### config.mk
export PLATFORM = sky130hd
export DESIGN_NAME = instr_fetch_unit
export DESIGN_NICKNAME = d
export VERILOG_FILES = /design/src/rtl/instr_fetch_unit.sv
export SDC_FILE = /design/constraint.sdc
export NUM_CORES = 1
export LEC_CHECK = 0
export CAP_MARGIN = 5
export CORE_UTILIZATION = 40
export CTS_CLUSTER_DIAMETER = 40
export DETAILED_ROUTE_END_ITERATION = 10
export MAX_ROUTING_LAYER = met4
export PLACE_DENSITY = 0.75
export SYNTH_ARGS = -nofsm -noshare
export SYNTH_HDL_FRONTEND = slang
export SYNTH_SLANG_ARGS = --single-unit
### constraint.sdc
create_clock -name clk -period 11.7 [get_ports clk]
set_input_delay 2.34 -clock clk [delete_from_list [all_inputs] [get_ports clk]]
set_output_delay 2.34 -clock clk [all_outputs]
set_load 0.1 [all_outputs]
### src/rtl/instr_fetch_unit.sv
// Instruction fetch stage: owns the PC, issues one word request at a time over
// req/ack, and buffers returned words with their PC for the decode stage.
module instr_fetch_unit #(
    parameter logic [31:0] RESET_PC = 32'h0000_0000,
    parameter int          DEPTH    = 2
) (
    input  logic        clk,
    input  logic        rst_n,
    output logic        imem_req,
    output logic [31:0] imem_addr,
    input  logic        imem_ack,
    input  logic [31:0] imem_rdata,
    input  logic        redirect,
    input  logic [31:0] redirect_target,
    output logic        instr_valid,
    output logic [31:0] instr,
    output logic [31:0] instr_pc,
    input  logic        instr_ready
);

    localparam int          PW  = $clog2(DEPTH);
    localparam int          CW  = PW + 1;
    localparam logic [31:0] NOP = 32'h0000_0013;

    typedef enum logic [1:0] {
        S_FETCH,
        S_WAIT,
        S_DROP
    } state_e;

    state_e          state_q, state_d;
    logic [31:0]     fetch_pc_q, fetch_pc_d;
    logic [31:0]     req_addr_q, req_addr_d;
    logic [CW-1:0]   count_q, count_d;
    logic [PW-1:0]   wr_ptr_q, wr_ptr_d;
    logic [PW-1:0]   rd_ptr_q, rd_ptr_d;
    logic [31:0]     buf_pc_q    [DEPTH];
    logic [31:0]     buf_instr_q [DEPTH];

    logic        push;
    logic        pop;
    logic [31:0] target_aligned;

    assign target_aligned = redirect_target & ~32'h3;

    // NOTE: every signal driven here gets a default first, so no path leaves one
    // unassigned and no latch is inferred.
    always_comb begin
        state_d    = state_q;
        fetch_pc_d = fetch_pc_q;
        req_addr_d = req_addr_q;
        push       = 1'b0;

        case (state_q)
            S_FETCH: begin
                if (redirect) begin
                    fetch_pc_d = target_aligned;
                end else if (count_q < CW'(DEPTH)) begin
                    req_addr_d = fetch_pc_q;
                    state_d    = S_WAIT;
                end
            end
            S_WAIT: begin
                if (imem_ack) begin
                    state_d = S_FETCH;
                    if (redirect) begin
                        fetch_pc_d = target_aligned;
                    end else begin
                        push       = 1'b1;
                        fetch_pc_d = req_addr_q + 32'd4;
                    end
                end else if (redirect) begin
                    fetch_pc_d = target_aligned;
                    state_d    = S_DROP;
                end
            end
            S_DROP: begin
                // The outstanding word belongs to the abandoned path; only the
                // latest redirect target matters.
                if (redirect) begin
                    fetch_pc_d = target_aligned;
                end
                if (imem_ack) begin
                    state_d = S_FETCH;
                end
            end
            default: state_d = S_FETCH;
        endcase
    end

    assign pop = instr_valid && instr_ready && !redirect;

    always_comb begin
        wr_ptr_d = wr_ptr_q;
        rd_ptr_d = rd_ptr_q;
        count_d  = count_q;
        if (redirect) begin
            wr_ptr_d = '0;
            rd_ptr_d = '0;
            count_d  = '0;
        end else begin
            if (push) wr_ptr_d = wr_ptr_q + PW'(1);
            if (pop)  rd_ptr_d = rd_ptr_q + PW'(1);
            case ({push, pop})
                2'b10:   count_d = count_q + CW'(1);
                2'b01:   count_d = count_q - CW'(1);
                default: count_d = count_q;
            endcase
        end
    end

    // NOTE: state registers use non-blocking assignments so every flop samples
    // the pre-edge value of every other flop.
    always_ff @(posedge clk) begin
        if (!rst_n) begin
            state_q    <= S_FETCH;
            fetch_pc_q <= RESET_PC;
            req_addr_q <= '0;
            count_q    <= '0;
            wr_ptr_q   <= '0;
            rd_ptr_q   <= '0;
        end else begin
            state_q    <= state_d;
            fetch_pc_q <= fetch_pc_d;
            req_addr_q <= req_addr_d;
            count_q    <= count_d;
            wr_ptr_q   <= wr_ptr_d;
            rd_ptr_q   <= rd_ptr_d;
        end
    end

    // NOTE: buffer storage is not reset; count_q alone decides whether an entry
    // is meaningful, so clearing the array would only add reset fan-out.
    always_ff @(posedge clk) begin
        if (push) begin
            buf_pc_q[wr_ptr_q]    <= req_addr_q;
            buf_instr_q[wr_ptr_q] <= imem_rdata;
        end
    end

    assign imem_req    = (state_q == S_WAIT) || (state_q == S_DROP);
    assign imem_addr   = req_addr_q;
    assign instr_valid = (count_q != '0);
    assign instr       = instr_valid ? buf_instr_q[rd_ptr_q] : NOP;
    assign instr_pc    = instr_valid ? buf_pc_q[rd_ptr_q]    : 32'h0;

endmodule

==> results.json <==
{
  "drt_first_iter_violations": 465,
  "path_max_fanout": 60,
  "root_buffer": "sky130_fd_sc_hd__clkbuf_16",
  "via_per_inst": 5.211,
  "worstSkewPairLatency_ns": 0.43,
  "fmax_ghz": 0.1800,
  "post-cts-setup-buffer-count": 0,
  "synth_largest_area_cell": "sky130_fd_sc_hd__edfxtp_1",
  "synth.top_cell.area_share": 0.4721,
  "final.setup_skew_ns": 0.01401,
  "detail_route.wirelength_um": 19340,
  "antenna_violations_before_repair": 0,
  "setup_viol": 0,
  "total_area_of_multi_input_combinational_cells_um2": 2724,
  "ys.flop_type": "sky130_fd_sc_hd__edfxtp_1",
  "cts_tree": "yes",
  "drv_cap": 0,
  "floorplan.die.width_um": 144.7,
  "layout_worst_path_cycle_share": 0.4748,
  "detailedRoute.firstPassIterationCount": 4,
  "status": "completed",
  "leakage_power_nw": 3.436,
  "vdd_drop_max_v": 0.00009269,
  "grt_setup_unrepaired": "no",
  "seq_area_frac_synth": 0.6467,
  "global_route.overflow_total": 0,
  "timing.final.hold_violations": 0,
  "layout-area-overhead-vs-synth_pct": 30.71,
  "postRouteAntennaNets": 0,
  "synth.cells.most_frequent": "128 x sky130_fd_sc_hd__edfxtp_1, 88 x sky130_fd_sc_hd__nor2_1, 86 x sky130_fd_sc_hd__nand2_1",
  "layout_utilization": 0.5397,
  "fin_nets": 916,
  "power_per_cell_area_nw_per_um2": 142.2,
  "synth_cells": 686,
  "synth_enable_flop_cells": 128,
  "htree_num_levels": 4,
  "finalMaxSlewViolations": 0,
  "worstPathArrival_ns": 3.21,
  "power_mw": 1.513,
  "synthMostInstantiatedCell": "sky130_fd_sc_hd__edfxtp_1",
  "ctsHoldBuffers": 0,
  "fp.dieH_um": 144.7,
  "first_pass_grt_wire_length_um": 29270,
  "fp.coreArea_um2": 19720,
  "drt-wirelength-per-cell_um": 17.28,
  "yosysUniqueCellTypes": 42,
  "clk_sink_count": 199,
  "pin_count_of_the_biggest_net_entering_global_routing": 65,
  "io-pin-count": 167,
  "yosys_register_bits": 199,
  "final_layout_size_suffix_gt1_frac": 0.05855,
  "synth_area_leaders": "sky130_fd_sc_hd__edfxtp_1 47%, sky130_fd_sc_hd__dfxtp_1 17%, sky130_fd_sc_hd__mux2i_1 7.9%",
  "startpoint_type": "register",
  "floorplan.initialDensity": 0.4129,
  "grtUsageTotal": 0.1934,
  "postSynthAreaPerCell_um2": 11.87,
  "drcViolationCount": 0,
  "placement_rows": 51,
  "hold_class": "reg -> reg",
  "tightest_slew_ns": 1.089,
  "grt_pass1_vias": 5444,
  "synth_async_sr_flop_share": 0,
  "clk_pin_slew_ns": 0.07,
  "sequential_cell_area_um2": 5269,
  "num_antenna_cells": 0,
  "detailed_place_hpwl_um": 12130,
  "die_area_um2": 20930,
  "place_inst": 1087,
  "syn_area_um2": 8142,
  "critPathRequiredTime_ns": 9.36,
  "via_count": 5831,
  "gp_congestion": 0.7923,
  "cts_repair_resize_count": 0,
  "n_fill_cell": 1618,
  "cp-end-kind": "output port",
  "port-buffer-count": 164,
  "worst_slew_margin_rel": 0.2740,
  "cts_buffer_depth": 2,
  "setup.worst_path.class": "reg -> out",
  "net_count_of_the_mapped_netlist": 761,
  "final_period_minus_worst_setup_slack_ns": 5.555,
  "fin_tns_setup_ns": 0,
  "number_of_buffers_inserted_during_clock_tree_synthesis": 17,
  "post_layout_nonfiller_instances": 1119,
  "yosysWarningCount": 0
}
metal layers:
metal	GRT usage	routed length, um
met1	0.2411	8637
met2	0.3036	9212
met3	0.03982	941
met4	0.08698	546
met5	-	0
final timing paths:
kind,end,cells past startpoint,slack [ns],start
worst max-delay path,instr_pc[19],4,6.15,register
worst max register to register,count_q[1]$_SDFFE_PP0P_,8,9.14,count_q[1]$_SDFFE_PP0P_
worst min register to register,imem_addr[1]$_SDFFE_PN0P_,2,0.45,fetch_pc_q[1]$_SDFFE_PN0P_
worst min-delay path,imem_addr[1]$_SDFFE_PN0P_,2,0.45,fetch_pc_q[1]$_SDFFE_PN0P_
kinds of logic after synthesis:
kind of cell    after synthesis  synth area share
xor+xnor                     29           0.03120
mux                          64           0.07868
simple gates                224            0.1214
fa+ha+maj                     6          0.009221
buf+inv                      47           0.02167
compound gates              117           0.09113
flops                       199            0.6467
flip-flops by register name, indices dropped and copies added, names as in the netlist, named ones only:
signal       cells
rd_ptr_q         1
wr_ptr_q         1
imem_addr       32
state_q          2
fetch_pc_q      32
count_q          2
buf_instr_q     64
buf_pc_q        64
cell type report:
class                      instances  share of cell area
inverter                          11            0.003880
timing repair buffer             172              0.1599
clock buffer                      22             0.04374
clock inverter                    10             0.01023
multi-input combinational        440              0.2560
tap                              265             0.03116
sequential                       199              0.4951
stage by stage:
step	setup slack, ns	hold WS [ns]	area [um^2]
6_report	6.145	0.4526	10640
5_1_grt	5.944	0.4647	10640
4_1_cts	6.078	0.4549	10640
3_5_place_dp	6.559	0.4424	10070
3_3_place_gp	6.551	0.4375	10070
2_1_floorplan	5.842	0.4313	8142
worst max-delay path, cell delays in order (launching register included):
cell and delay, ns:
sky130_fd_sc_hd__dfxtp_4 0.41, sky130_fd_sc_hd__buf_4 0.84, sky130_fd_sc_hd__mux2i_1 0.20, sky130_fd_sc_hd__nor2_1 0.13
sky130_fd_sc_hd__clkdlybuf4s50_1 1.15
cell usage in the layout (no fill, tap or decap), drive strengths merged, types with 12 or more instances in the layout:
cell / count
clkdlybuf4s50: 164
edfxtp: 128
nor2: 88
nand2: 86
dfxtp: 71
mux2i: 64
a21oi: 47
clkbuf: 22
a22oi: 19
xor2: 16
inv: 15
o22ai: 13
xnor2: 13
o21ai: 13
nand3: 12
where the power goes:
| group | total, mW | internal, mW | switching [mW] |
|---|---|---|---|
| clock network | 0.570 | 0.318 | 0.252 |
| logic | 0.161 | 0.0528 | 0.109 |
| registers | 0.782 | 0.765 | 0.0169 |
Note: power is estimated with default switching activity, not from simulation.
